===== config.mk =====
export PLATFORM = sky130hd
export DESIGN_NAME = ldpc_iter_ctrl_flat
export DESIGN_NICKNAME = d
export VERILOG_FILES = /design/src/rtl/ldpc_iter_ctrl_if.sv /design/src/rtl/ldpc_iter_ctrl.sv /design/src/flat_wrapper.sv
export SDC_FILE = /design/constraint.sdc
export NUM_CORES = 1
export LEC_CHECK = 0
export CORE_ASPECT_RATIO = 1.25
export CORE_MARGIN = 2
export CORE_UTILIZATION = 45
export CTS_CLUSTER_DIAMETER = 30
export DETAILED_ROUTE_END_ITERATION = 6
export HOLD_SLACK_MARGIN = 0.05
export PLACE_DENSITY = 0.86
export SYNTH_ARGS = -nofsm -noshare
export SYNTH_HDL_FRONTEND = slang
export SYNTH_SLANG_ARGS = --single-unit

===== constraint.sdc =====
create_clock -name clk -period 4.5 [get_ports clk]
set_input_delay 1.125 -clock clk [delete_from_list [all_inputs] [get_ports clk]]
set_output_delay 1.125 -clock clk [all_outputs]
set_load 0.02 [all_outputs]

===== src/rtl/ldpc_iter_ctrl_if.sv =====
// Handshake and data bundle around the LDPC iteration controller.
// master = controller side, slave = frame source / decoder core / checker / sink side.
interface ldpc_iter_ctrl_if #(
  parameter int unsigned W      = 32,
  parameter int unsigned ITER_W = 5
);
  logic              in_valid;
  logic              in_ready;
  logic [W-1:0]      in_hard;
  logic              dec_start;
  logic [W-1:0]      dec_word;
  logic              dec_done;
  logic [W-1:0]      dec_bits;
  logic [W-1:0]      chk_dec;
  logic              chk_res;
  logic              out_valid;
  logic              out_ready;
  logic [W-1:0]      out_bits;
  logic [ITER_W-1:0] out_iter;
  logic              out_ok;

  modport master (
    input  in_valid, in_hard, dec_done, dec_bits, chk_res, out_ready,
    output in_ready, dec_start, dec_word, chk_dec, out_valid, out_bits, out_iter, out_ok
  );

  modport slave (
    output in_valid, in_hard, dec_done, dec_bits, chk_res, out_ready,
    input  in_ready, dec_start, dec_word, chk_dec, out_valid, out_bits, out_iter, out_ok
  );
endinterface


===== src/rtl/ldpc_iter_ctrl.sv =====
// Iteration sequencer for one QC-LDPC frame: decoder pulses, syndrome checks, result hand-off.
// Define LDPC_CTRL_EARLY_STOP_EN to check the syndrome before the first and after every iteration.
module ldpc_iter_ctrl #(
  parameter int unsigned data_w   = 8,
  parameter int unsigned C        = 8,
  parameter int unsigned R        = 4,
  parameter int unsigned D        = 8,
  parameter int unsigned MAX_ITER = 16,
  parameter int unsigned ITER_W   = 5
) (
  input logic               clk,
  input logic               rst,
  ldpc_iter_ctrl_if.master  bus
);

  localparam int unsigned W = R * D;
  localparam logic [ITER_W-1:0] MAX_ITER_C = ITER_W'(MAX_ITER);

  if (data_w == 0 || C < R || D == 0 || MAX_ITER < 1 || (2 ** ITER_W) <= MAX_ITER)
  begin : g_bad_cfg
    $error("ldpc_iter_ctrl: inconsistent parameter set");
  end

  typedef enum logic [1:0] {S_IDLE, S_CHECK, S_RUN, S_DONE} state_t;

  state_t            state_q;
  logic [W-1:0]      word_q;
  logic [ITER_W-1:0] iter_q;
  logic [ITER_W-1:0] iter_inc;
  logic [W-1:0]      out_bits_q;
  logic [ITER_W-1:0] out_iter_q;
  logic              out_ok_q;
  logic              out_valid_q;
  logic              dec_start_q;

  always_comb begin
    iter_inc = iter_q;
    if (iter_q != MAX_ITER_C) iter_inc = iter_q + 1'b1;
  end

  always_ff @(posedge clk or posedge rst) begin
    if (rst) begin
      state_q     <= S_IDLE;
      word_q      <= '0;
      iter_q      <= '0;
      out_bits_q  <= '0;
      out_iter_q  <= '0;
      out_ok_q    <= 1'b0;
      out_valid_q <= 1'b0;
      dec_start_q <= 1'b0;
    end else begin
      dec_start_q <= 1'b0;
      case (state_q)
        S_IDLE: begin
          if (bus.in_valid) begin
            word_q <= bus.in_hard;
            iter_q <= '0;
`ifdef LDPC_CTRL_EARLY_STOP_EN
            state_q <= S_CHECK;
`else
            state_q     <= S_RUN;
            dec_start_q <= 1'b1;
`endif
          end
        end
        S_CHECK: begin
`ifdef LDPC_CTRL_EARLY_STOP_EN
          if (!bus.chk_res || iter_q == MAX_ITER_C) begin
            out_bits_q  <= word_q;
            out_iter_q  <= iter_q;
            out_ok_q    <= ~bus.chk_res;
            out_valid_q <= 1'b1;
            state_q     <= S_DONE;
          end else begin
            dec_start_q <= 1'b1;
            state_q     <= S_RUN;
          end
`else
          out_bits_q  <= word_q;
          out_iter_q  <= MAX_ITER_C;
          out_ok_q    <= ~bus.chk_res;
          out_valid_q <= 1'b1;
          state_q     <= S_DONE;
`endif
        end
        S_RUN: begin
          // A dec_done landing in the same cycle as our own start pulse belongs to nothing we issued.
          if (bus.dec_done && !dec_start_q) begin
            word_q <= bus.dec_bits;
            iter_q <= iter_inc;
`ifdef LDPC_CTRL_EARLY_STOP_EN
            state_q <= S_CHECK;
`else
            if (iter_inc < MAX_ITER_C) begin
              dec_start_q <= 1'b1;
              state_q     <= S_RUN;
            end else begin
              state_q <= S_CHECK;
            end
`endif
          end
        end
        S_DONE: begin
          if (bus.out_ready) begin
            out_valid_q <= 1'b0;
            state_q     <= S_IDLE;
          end
        end
        default: state_q <= S_IDLE;
      endcase
    end
  end

  assign bus.in_ready  = (state_q == S_IDLE);
  assign bus.dec_start = dec_start_q;
  assign bus.dec_word  = word_q;
  assign bus.chk_dec   = word_q;
  assign bus.out_valid = out_valid_q;
  assign bus.out_bits  = out_bits_q;
  assign bus.out_iter  = out_iter_q;
  assign bus.out_ok    = out_ok_q;

endmodule


===== src/flat_wrapper.sv =====
// flat-port wrapper written by rule: the top's interface ports become plain ports
module ldpc_iter_ctrl_flat 
#(
  parameter int unsigned data_w   = 8,
  parameter int unsigned C        = 8,
  parameter int unsigned R        = 4,
  parameter int unsigned D        = 8,
  parameter int unsigned MAX_ITER = 16,
  parameter int unsigned ITER_W   = 5
)
  (clk, rst, bus_in_valid, bus_in_hard, bus_dec_done, bus_dec_bits, bus_chk_res, bus_out_ready, bus_in_ready, bus_dec_start, bus_dec_word, bus_chk_dec, bus_out_valid, bus_out_bits, bus_out_iter, bus_out_ok);
  ldpc_iter_ctrl_if #(.W((32)), .ITER_W(ITER_W)) bus_i ();
  input logic clk;
  input logic rst;
  input wire logic [$bits(bus_i.in_valid)-1:0] bus_in_valid;
  input wire logic [$bits(bus_i.in_hard)-1:0] bus_in_hard;
  input wire logic [$bits(bus_i.dec_done)-1:0] bus_dec_done;
  input wire logic [$bits(bus_i.dec_bits)-1:0] bus_dec_bits;
  input wire logic [$bits(bus_i.chk_res)-1:0] bus_chk_res;
  input wire logic [$bits(bus_i.out_ready)-1:0] bus_out_ready;
  output wire logic [$bits(bus_i.in_ready)-1:0] bus_in_ready;
  output wire logic [$bits(bus_i.dec_start)-1:0] bus_dec_start;
  output wire logic [$bits(bus_i.dec_word)-1:0] bus_dec_word;
  output wire logic [$bits(bus_i.chk_dec)-1:0] bus_chk_dec;
  output wire logic [$bits(bus_i.out_valid)-1:0] bus_out_valid;
  output wire logic [$bits(bus_i.out_bits)-1:0] bus_out_bits;
  output wire logic [$bits(bus_i.out_iter)-1:0] bus_out_iter;
  output wire logic [$bits(bus_i.out_ok)-1:0] bus_out_ok;
  assign bus_i.in_valid = bus_in_valid;
  assign bus_i.in_hard = bus_in_hard;
  assign bus_i.dec_done = bus_dec_done;
  assign bus_i.dec_bits = bus_dec_bits;
  assign bus_i.chk_res = bus_chk_res;
  assign bus_i.out_ready = bus_out_ready;
  assign bus_in_ready = bus_i.in_ready;
  assign bus_dec_start = bus_i.dec_start;
  assign bus_dec_word = bus_i.dec_word;
  assign bus_chk_dec = bus_i.chk_dec;
  assign bus_out_valid = bus_i.out_valid;
  assign bus_out_bits = bus_i.out_bits;
  assign bus_out_iter = bus_i.out_iter;
  assign bus_out_ok = bus_i.out_ok;
  ldpc_iter_ctrl #(.data_w(data_w), .C(C), .R(R), .D(D), .MAX_ITER(MAX_ITER), .ITER_W(ITER_W)) u_core (.clk(clk), .rst(rst), .bus(bus_i));
endmodule

# Yosys cells after proc, flatten, opt, wreduce, memory -nomap -nowiden

Index checks and enable logic that the tools add are counted.

Magnitude comparators: 1
$add $sub $neg: 1
Mux-type cells: 18
Bitwise gates (word level): 1
Reduce and logical (&&, ||, !) cells: 8
Equal/unequal tests: 7

Operator list:

| operator                                                                | number |
|---|---|
| 32-bit two-way mux                                                      | 2 |
| 32-bit case mux with 2 select lines                                     | 1 |
| 5-bit two-way mux                                                       | 3 |
| 5-bit case mux with 2 select lines                                      | 1 |
| 2-bit two-way mux                                                       | 4 |
| 2-bit case mux with 4 select lines                                      | 1 |
| 3-bit AND reduction                                                     | 2 |
| 5-bit by 1-bit adder with 5-bit output, second input constant           | 1 |
| 5-bit less-than comparator, second input constant                       | 1 |
| 5-bit inequality test, second input constant                            | 1 |
| 2-bit == test, second input constant                                    | 2 |
| 1-bit two-way mux                                                       | 4 |
| 2-bit inequality test, second input constant                            | 2 |
| 1-bit case mux with 2 select lines                                      | 2 |
| 2-bit nonzero test                                                      | 2 |
| 2-bit by 1-bit == test with 1-bit output, second input constant         | 1 |
| 2-bit zero test                                                         | 1 |
| 2-bit by 1-bit inequality test with 1-bit output, second input constant | 1 |
| 2-bit AND reduction                                                     | 1 |
| 1-bit logical AND                                                       | 1 |
| 1-bit zero test                                                         | 1 |
| 1-bit inverter                                                          | 1 |

Register bits after elaboration: 75

# Logic depth before layout (Yosys ltp)

Gate-level depths: netlist (run 1).

Depth after elaboration: 6
Mapped depth: 6
Depth with buffers taken out: 5

# Worst setup path before layout (run 1)

No wires, ideal clock.

Path type: in2reg
From: input port bus_in_valid
To: register u_core.word_q[0] (netlist: u_core.bus.chk_dec[0])
Cell stages on the path: 4
Arrival: 1.901 ns
Slack: 2.472 ns
Cells stage by stage: or3b_4 nand2_1 buf_6 a21oi_2

Longest elaborated chain between the ends: 2

RTL lines:

| what                            | line                 | text |
|---|---|---|
| start, declared                 | flat_wrapper.sv:15   | `input wire logic [$bits(bus_i.in_valid)-1:0] bus_in_valid;` |
| 2-bit inequality test (no line) | --                   |  |
| 3-bit AND reduction (no line)   | --                   |  |
| end signal, assigned            | ldpc_iter_ctrl.sv:56 | `word_q <= bus.in_hard;` |
| end signal, assigned            | ldpc_iter_ctrl.sv:89 | `word_q <= bus.dec_bits;` |
| end, declared                   | ldpc_iter_ctrl.sv:27 | `logic [W-1:0] word_q;` |

Every way passes these cells.
A chain may end at the register's enable or synchronous reset.

==> flow_metrics.py, run 1 <==
metrics = {
    "outcome": {
        "status": "finished, final reports clean",
    },
    "synthesis": {
        "synth_xor_area_share_pct": 0.231,
        "ys_types": 34,
        "ys.flop_type": "dfrtp_1",
        "synth_seq_cells": 75,
        "synth_edf_count": 0,
        "netlist_area_mm2": 0.00379,
        "synth-simple-area-share_pct": 18.3,
        "synth_area_leader_cell": "dfrtp_1",
        "synth-adder-area-share_pct": 0.660,
        "synth_compound_area_share_pct": 10.3,
        "yosysSeqAreaShare_pct": 49.5,
        "synthMuxAreaShare_pct": 8.45,
        "synth.area.top_cells": "dfrtp_1, nand2_1, buf_4",
        "yosys_warnings": 0,
        "synth_top_family_by_area": "simple AND/OR/NAND/NOR gates",
        "async_flop_share_pct": 100,
        "synth_top_area_share_pct": 49.5,
        "syn_inst": 378,
        "syn_avg_cell_area_um2": 10.0,
    },
    "min_path": {
        "hp-class": "reg2reg",
        "whs_endpoint": "u_core.bus.out_bits[17]",
        "min_path_cells": 2,
        "hold_start": "u_core.bus.out_bits[17]",
    },
    "routing": {
        "remaining_drc_errors": 0,
        "drtIter0Drc": 154,
        "ant_nets": 0,
        "vias_per_cell": 5.11,
        "vias": 3123,
        "routedWlPerCell_um": 16.0,
        "drt-total-wl_mm": 9.75,
        "first_pass_iters": 4,
    },
    "floorplan": {
        "die_w_um": 86.1,
        "start_util_pct": 46.3,
        "pin_count": 175,
        "core-area_mm2": 0.00819,
        "rows": 37,
        "die_area_mm2": 0.00918,
        "die_h_um": 107,
    },
    "global_route": {
        "grt_max_degree": 42,
        "grt-ovfl-total": 0,
        "antenna_found_initial": 0,
        "grt_pass1_wl_mm": 15.4,
        "groute.usage.overall_pct": 21.3,
        "grt_pass1_vias": 3146,
    },
    "timing": {
        "setup_tns_ns": 0,
        "finalSetupViolCount": 0,
        "period_share_pct": 64.3,
        "max_freq_mhz": 345,
        "worstMarginPinSlew_ns": 0.944,
        "drv_slew": 0,
        "finalCriticalPeriod_ns": 2.90,
        "final_hold_viol_count": 0,
        "rsz0062_at_grt": "false",
        "setup_slack_ns": 1.60,
        "slew_headroom_pct": 36.8,
        "timing.hold.ws_ns": 0.476,
        "skew_ns": 0.00760,
    },
    "layout": {
        "multiInputGateArea_mm2": 0.00148,
        "drive_gt1_share_pct": 12.5,
        "final_nets": 581,
        "synthToLayoutAreaGrowth_pct": 44.1,
        "layoutNonFillerInstCount": 611,
        "fill_cells": 649,
        "register_area_mm2": 0.00188,
        "final_area_mm2": 0.00546,
        "diodes": 0,
    },
    "power": {
        "powerDensity_mw_per_mm2": 815,
        "peakVddDrop_mv": 0.371,
        "p_leak_nw": 2.55,
    },
    "clock_network": {
        "clockRootBuffer": "clkbuf_8",
        "post_cts_resized": 0,
        "clk_latency_ns": 0.34,
        "cts.clk_slew.worst_paths_ns": 0.07,
        "postCtsSetupRepairBufs": 0,
        "htreeDepth": 3,
        "clock_path_buffers": 2,
        "cts.sinks": 75,
        "cts_tree": "yes",
        "cts_hold_buf": 0,
        "numCtsBuffers": 9,
    },
    "placed_design": {
        "gp_congestion": 0.795,
        "io_buffers": 170,
        "dp_hpwl_mm": 7.27,
        "dp.cells": 595,
        "dpl_cell_area_mm2": 0.00525,
        "place_ws_ns": 1.29,
    },
    "worst_setup_path": {
        "rr_worst_depth": 4,
        "critPathKind": "reg2out",
        "cp.required_ns": 3.38,
        "r2r_setup_slack_ns": 2.27,
        "crit_fanout": 15,
        "crit_arrival_ns": 1.77,
        "endpoint_kind": "output port",
        "regToRegEndpoint": "u_core.bus.chk_dec[14]",
        "startpoint_type": "flop",
    },
    "flow_run": {
        "cap_violations": 0,
    },
}
critical path, stage by stage (launching register included):
cell and delay [ns]:
dfrtp_1 0.59, nor2_1 0.20, clkdlybuf4s50_1 0.64
worst max path at each step:
stage / end / depth (start not counted)
final: bus_in_ready / 2
after global routing: u_core.bus.chk_dec[14] / 5
after CTS: bus_in_ready / 2
after detailed placement: u_core.bus.chk_dec[24] / 5
after global placement: u_core.bus.chk_dec[19] / 5
after floorplan: async pin / 1
layout by cell type (no fill, tap or decap), drive strengths merged, types with 3 or more instances in the layout:
cell type	count
clkdlybuf4s50	170
a21oi	33
conb	4
a22o	3
dfrtp	75
nor3	32
mux2i	32
nor2b	3
buf	7
nand2b	3
o21ai	4
nand2	103
clkbuf	12
inv	5
nor2	4
cell usage after synthesis (all sizes together), types with 3 or more instances:
cell type	count
buf	60
inv	5
mux2i	32
dfrtp	75
nor2b	3
o21ai	4
nor2	4
a22o	3
nor3	32
nand2	103
nand2b	3
a21oi	33
report_power, final:
| part | switching [W] | internal [W] | leakage [nW] |
|---|---|---|---|
| clock | 0.000243 | 0.000300 | 0.108 |
| combinational | 0.00137 | 0.00123 | 1.52 |
| sequential | 0.000309 | 0.00101 | 0.923 |
| total | 0.00192 | 0.00253 | 2.55 |
kinds of logic (layout without fill, tap and decap cells):
logic type                 after synthesis  after routing
other                                    1              4
buffers and inverters                   65            198
DFF                                     75             75
muxes                                   32             32
AOI/OAI and AO/OA                       47             47
and+or+nand+nor                        155            155
adders and majority gates                2              2
xor gates and xnor gates                 1              1
metrics by stage:
stage | utilization, % | power [W]
4_1_cts | 66.7 | 0.00450
6_report | 66.7 | 0.00446
3_3_place_gp | 64.1 | 0.00387
3_5_place_dp | 64.1 | 0.00394
5_1_grt | 66.7 | 0.00471
2_1_floorplan | - | 0.00300
state kept, by name (all words and copies together), names as in the netlist, named ones only:
| name | count |
|---|---|
| u_core.state_q | 1 |
| u_core.bus.out_bits | 32 |
| u_core.bus.dec_start | 1 |
| u_core.bus.out_valid | 1 |
| u_core.iter_q | 5 |
| u_core.bus.out_ok | 1 |
| u_core.bus.chk_dec | 32 |
| u_core.bus.out_iter | 1 |
per-layer routing:
metal | global-route usage (%) | vias up | part of all wire [%]
met4 | 9.18 | 0 | 2.3
met2 | 37.3 | 109 | 53
li1 | - | 1480 | -
met3 | 3.39 | 18 | 4.9
met5 | 0 | - | 0
met1 | 25.7 | 1516 | 39
final cells by class:
cell class	count	share of cell area [%]
clock buffer	12	3.02
sequential	75	34.3
clock inverter	4	0.870
tap	97	2.22
multi-input combinational	241	27.1
timing repair buffer	177	32.1
inverter	5	0.343
No activity file was read; power rests on OpenSTA's default activity.
==> run 2: changes to the inputs <==
- CORE_UTILIZATION: 45 -> 38
- PLACE_DENSITY: 0.86 -> 0.78
- clock period: 4.5 -> 2.41 ns (I/O delays scaled with it)
==> run 2 against run 1 <==
  * Non-clock buffer count increased by 5
  * Routed wire length decreased by 1.0%
  * Sequential power increased by 83%
  * Hold slack got worse by 0.0072 ns
  * Critical path depth unchanged
  * Register-to-register slack got worse by 1.6 ns
  * Largest power group unchanged
  * Total power increased by 95%
  * First-iteration DRC count decreased by 25%
  * Global-route usage decreased by 3.0 points
  * Sequential cell count unchanged
  * Critical endpoint unchanged
  * Highest routed layer unchanged
==> flow_metrics.py, run 2 (synthesis gave the netlist of run 1 again) <==
metrics = {
    "worst_setup_path": {
        "cp_slowest_cell": "clkdlybuf4s50_1",
        "r2r_setup_slack_ns": 0.68,
        "cp.required_ns": 1.81,
        "regToRegEndpoint": "u_core.bus.chk_dec[31]",
        "crit_arrival_ns": 1.47,
        "rr_worst_depth": 5,
        "critPathKind": "reg2out",
        "crit_fanout": 4,
        "endpoint_kind": "output port",
        "max_stage_delay_ns": 0.61,
        "worstPathCellList": "nor2_1 -> clkdlybuf4s50_1",
        "startpoint_type": "flop",
    },
    "power": {
        "power.total_w": 0.00871,
        "p_leak_nw": 2.62,
        "peakVddDrop_mv": 0.829,
        "powerDensity_mw_per_mm2": 1540,
    },
    "timing": {
        "worstMarginPinSlew_ns": 0.592,
        "setup_tns_ns": 0,
        "skew_ns": 0.00572,
        "finalSetupViolCount": 0,
        "final_hold_viol_count": 0,
        "slew_headroom_pct": 60.4,
        "max_freq_mhz": 483,
        "period_share_pct": 85.9,
        "drv_slew": 0,
        "finalCriticalPeriod_ns": 2.07,
        "rsz0062_at_grt": "false",
    },
    "routing": {
        "remaining_drc_errors": 0,
        "ant_nets": 0,
        "vias": 3074,
        "drtIter0Drc": 116,
        "first_pass_iters": 4,
        "routedWlPerCell_um": 15.0,
        "vias_per_cell": 4.77,
        "drt-total-wl_mm": 9.66,
    },
    "clock_network": {
        "cts.clk_slew.worst_paths_ns": 0.06,
        "clock_path_buffers": 2,
        "clk_latency_ns": 0.32,
        "post_cts_resized": 0,
        "cts.sinks": 75,
        "cts_hold_buf": 0,
        "numCtsBuffers": 9,
        "clockRootBuffer": "clkbuf_16",
        "postCtsSetupRepairBufs": 0,
        "htreeDepth": 3,
        "cts_tree": "yes",
    },
    "global_route": {
        "grt_max_degree": 76,
        "groute.usage.overall_pct": 18.3,
        "grt_pass1_wl_mm": 15.4,
        "grt-ovfl-total": 0,
        "grt_pass1_vias": 3134,
        "antenna_found_initial": 0,
    },
    "floorplan": {
        "core-area_mm2": 0.00966,
        "die_area_mm2": 0.0108,
        "pin_count": 175,
        "rows": 40,
        "die_h_um": 116,
        "start_util_pct": 39.2,
        "die_w_um": 93.3,
    },
    "layout": {
        "multiInputGateArea_mm2": 0.00148,
        "final_nets": 586,
        "final_common_cell": "clkdlybuf4s50_1",
        "drive_gt1_share_pct": 12.9,
        "final_cell_mix": "clkdlybuf4s50_1, nand2_1, dfrtp_1",
        "diodes": 0,
        "synthToLayoutAreaGrowth_pct": 49.4,
        "register_area_mm2": 0.00188,
        "fill_cells": 819,
    },
    "outcome": {
        "status": "finished, final reports clean",
    },
    "min_path": {
        "hp-class": "reg2reg",
        "whs_endpoint": "u_core.bus.out_bits[15]",
        "min_path_cells": 2,
        "hold_start": "u_core.bus.out_bits[15]",
    },
    "flow_run": {
        "cap_violations": 0,
    },
    "placed_design": {
        "io_buffers": 170,
        "gp_congestion": 0.819,
        "dp_hpwl_mm": 7.20,
    },
}
-- run 2: cell count changes in the layout (fill, tap and decap cells not counted), sizes merged --
cell	change
inv	-1
clkinvlp	+2
buf	+5
clkbuf	-2
-- run 2: cell type report --
class | count | area share (%)
clock buffers | 10 | 4.04
clock inverters | 5 | 0.972
repair buffers | 182 | 32.5
flip-flops and latches | 75 | 33.1
well taps | 126 | 2.78
multi-input cells | 241 | 26.1
inverters | 5 | 0.398
-- run 2: worst max-delay path by stage --
stage | startpoint | to | slack, ns | cells after the start
floorplan | bus_in_valid | u_core.bus.chk_dec[0] | 0.90 | 4
global placement | bus_in_valid | u_core.bus.chk_dec[18] | 0.31 | 5
global route | u_core.state_q[1] | bus_in_ready | 0.26 | 2
detailed placement | bus_dec_done | u_core.iter_q[4] | 0.24 | 5
finish | u_core.state_q[1] | bus_in_ready | 0.34 | 2
CTS | u_core.state_q[1] | bus_in_ready | 0.31 | 2
-- run 2: worst max-delay path: cells and delay by family (launching register included) --
| family | cells | cell delay (ns) |
|---|---|---|
| buf+inv | 1 | 0.61 |
| flops | 1 | 0.41 |
| simple gates | 1 | 0.12 |
-- run 2: stage by stage --
stage	setup slack (ns)	instances	area (um2)	utilization, %	hold slack [ns]
finish	0.340	644	5660	58.6	0.469
global route	0.263	644	5660	58.6	0.496
CTS	0.311	644	5660	58.6	0.474
detailed placement	0.237	629	5380	55.7	0.461
global placement	0.308	629	5380	55.7	0.451
floorplan	0.905	381	3810	-	0.510
-- run 2: power by group --
part | internal [W] | switching (W) | leakage (nW) | total (W)
Combinational | 0.00241 | 0.00261 | 1.56 | 0.00502
Sequential | 0.00189 | 0.000532 | 0.923 | 0.00242
Clock | 0.000791 | 0.000481 | 0.134 | 0.00127
Total | 0.00509 | 0.00362 | 2.62 | 0.00871
-- run 2: routing by layer --
| metal | vias to the layer above | routed length, um | part of all wire (%) | track usage (%) |
|---|---|---|---|---|
| li1 | 1488 | - | - | - |
| met2 | 112 | 5280 | 55 | 33.5 |
| met3 | 7 | 625 | 6.5 | 4.16 |
| met4 | 0 | 91 | 0.94 | 5.59 |
| met5 | - | 0 | 0 | 0 |
| met1 | 1467 | 3660 | 38 | 21.3 |
==> run 3: changes to the inputs <==
- CORE_UTILIZATION: 38 -> 39
- CTS_BUF_LIST: unset -> sky130_fd_sc_hd__clkbuf_2 sky130_fd_sc_hd__clkbuf_4 sky130_fd_sc_hd__clkbuf_8
- PLACE_DENSITY: 0.78 -> 0.79
==> run 3 against run 2 <==
  * Non-clock buffer count grew 2
  * Hold slack improved by 0.0039 ns
  * Final cell count grew 0.31%
  * First-iteration DRC count shrank 15%
  * Clock power is 22% lower
  * Critical path depth unchanged
  * Register-to-register slack lost 0.07 ns
  * Combinational power down 0.8%
  * Sequential cell count stayed put
  * Sequential power about the same
==> flow_metrics.py, run 3 (synthesis gave the netlist of run 1 again) <==
metrics = {
    "outcome": {
        "status": "finished, final reports clean",
    },
    "global_route": {
        "grt-ovfl-total": 0,
        "grt_pass1_vias": 3268,
        "groute.usage.overall_pct": 19.7,
        "grt_max_degree": 76,
        "grt_pass1_wl_mm": 16.1,
        "antenna_found_initial": 0,
    },
    "worst_setup_path": {
        "cp_num_buf_inv": 1,
        "max_stage_delay_ns": 0.62,
        "crit_fanout": 7,
        "crit_family": "buffers and inverters",
        "worstPathCellList": "nor2_1 -> clkdlybuf4s50_1",
        "startpoint_type": "flop",
        "critPathKind": "reg2out",
        "crit_arrival_ns": 1.61,
        "cp_slowest_cell": "clkdlybuf4s50_1",
        "r2r_setup_slack_ns": 0.61,
        "endpoint_kind": "output port",
        "cp.required_ns": 1.81,
    },
    "floorplan": {
        "die_h_um": 114,
        "die_area_mm2": 0.0105,
        "rows": 40,
        "die_w_um": 92.2,
        "core-area_mm2": 0.00956,
        "start_util_pct": 39.7,
        "pin_count": 175,
    },
    "clock_network": {
        "clock_path_buffers": 2,
        "numCtsBuffers": 9,
        "postCtsSetupRepairBufs": 0,
        "cts_tree": "yes",
        "clockRootBuffer": "clkbuf_8",
        "htreeDepth": 3,
        "cts.sinks": 75,
        "cts_hold_buf": 0,
        "clk_latency_ns": 0.35,
        "cts.clk_slew.worst_paths_ns": 0.07,
        "post_cts_resized": 0,
    },
    "placed_design": {
        "gp_congestion": 0.814,
        "dp_hpwl_mm": 7.54,
        "dp.cells": 631,
        "io_buffers": 170,
        "dpl_cell_area_mm2": 0.00538,
    },
    "routing": {
        "remaining_drc_errors": 0,
        "vias": 3122,
        "drtIter0Drc": 99,
        "first_pass_iters": 4,
        "routedWlPerCell_um": 15.4,
        "drt-total-wl_mm": 9.97,
        "vias_per_cell": 4.83,
        "ant_nets": 0,
    },
    "layout": {
        "final_area_mm2": 0.00558,
        "final_cell_mix": "clkdlybuf4s50_1, nand2_1, dfrtp_1",
        "synthToLayoutAreaGrowth_pct": 47.3,
        "final_nets": 588,
        "layoutNonFillerInstCount": 646,
        "fill_cells": 840,
        "drive_gt1_share_pct": 13.5,
        "final_common_cell": "clkdlybuf4s50_1",
        "diodes": 0,
    },
    "timing": {
        "finalSetupViolCount": 0,
        "skew_ns": 0.00585,
        "rsz0062_at_grt": "false",
        "max_freq_mhz": 452,
        "finalCriticalPeriod_ns": 2.21,
        "drv_slew": 0,
        "final_hold_viol_count": 0,
        "setup_tns_ns": 0,
        "timing.hold.ws_ns": 0.473,
        "period_share_pct": 91.7,
    },
    "power": {
        "p_comb_share_pct": 59.1,
        "clkPwrFrac_pct": 11.8,
        "swShare_pct": 42.6,
        "peakVddDrop_mv": 0.701,
        "seq_power_share_pct": 29.1,
        "powerDensity_mw_per_mm2": 1510,
        "p_switching_w": 0.00359,
        "power.internal_w": 0.00483,
        "p_leak_nw": 2.59,
    },
    "min_path": {
        "hp-class": "reg2reg",
    },
    "flow_run": {
        "cap_violations": 0,
    },
}
-- run 3: changes by cell type in the layout (fill, tap and decap cells not counted), sizes merged --
cell,before,now
clkbuf,10,13
buf,12,14
clkinv,2,1
clkinvlp,3,1
-- run 3: path summary, 6_finish.rpt --
path                                           end               startpoint  cells after the start
max                                   bus_in_ready                     flop                      2
min                        u_core.bus.out_bits[15]  u_core.bus.out_bits[15]                      2
max reg2reg                 u_core.bus.chk_dec[18]        u_core.state_q[1]                      4
min reg2reg                u_core.bus.out_bits[15]  u_core.bus.out_bits[15]                      2
max in group asynchronous   u_core.bus.out_bits[1]                      rst                      3
min in group asynchronous  u_core.bus.out_bits[24]                      rst                      3
-- run 3: power groups by stage --
| stage | clock network, W | logic, W | registers, W |
|---|---|---|---|
| 2_1_floorplan | 0 | 0.00257 | 0.00303 |
| 3_3_place_gp | 0 | 0.00492 | 0.00244 |
| 3_5_place_dp | 0 | 0.00503 | 0.00249 |
| 4_1_cts | 0.00102 | 0.00504 | 0.00247 |
| 5_1_grt | 0.00107 | 0.00531 | 0.00255 |
| 6_report | 0.000993 | 0.00498 | 0.00245 |
-- run 3: per-layer routing --
layer | part of all wire [%] | vias up | track usage (%)
li1 | - | 1494 | -
met2 | 56 | 115 | 37.2
met1 | 37 | 1499 | 21.4
met3 | 5.1 | 14 | 3.42
met5 | 0 | - | 0
met4 | 1.8 | 0 | 8.56
-- run 3: final cells by class --
class | instances | area (um2) | share of cell area (%)
tap | 126 | 158 | 2.82
inverter | 5 | 22.5 | 0.403
clock inverter | 2 | 35.0 | 0.628
timing repair buffer | 184 | 1840 | 33.0
multi-input combinational | 241 | 1480 | 26.5
sequential | 75 | 1880 | 33.6
clock buffer | 13 | 166 | 2.98
-- run 3: metrics by stage --
stage | utilization [%] | power [W] | worst slack, ns
2_1_floorplan | - | 0.00560 | 0.905
3_5_place_dp | 56.3 | 0.00751 | 0.289
6_report | 58.4 | 0.00843 | 0.200
3_3_place_gp | 56.3 | 0.00736 | 0.343
4_1_cts | 58.4 | 0.00852 | 0.180
5_1_grt | 58.4 | 0.00892 | 0.140
-- run 3: worst reg2reg max path, delay by kind of cell (launching register included) --
| family | cells | cell delay (ns) |
|---|---|---|
| buffers and inverters | 1 | 0.27 |
| and+or+nand+nor | 1 | 0.46 |
| DFF | 1 | 0.53 |
| muxes | 1 | 0.33 |
| AOI/OAI and AO/OA | 1 | 0.09 |
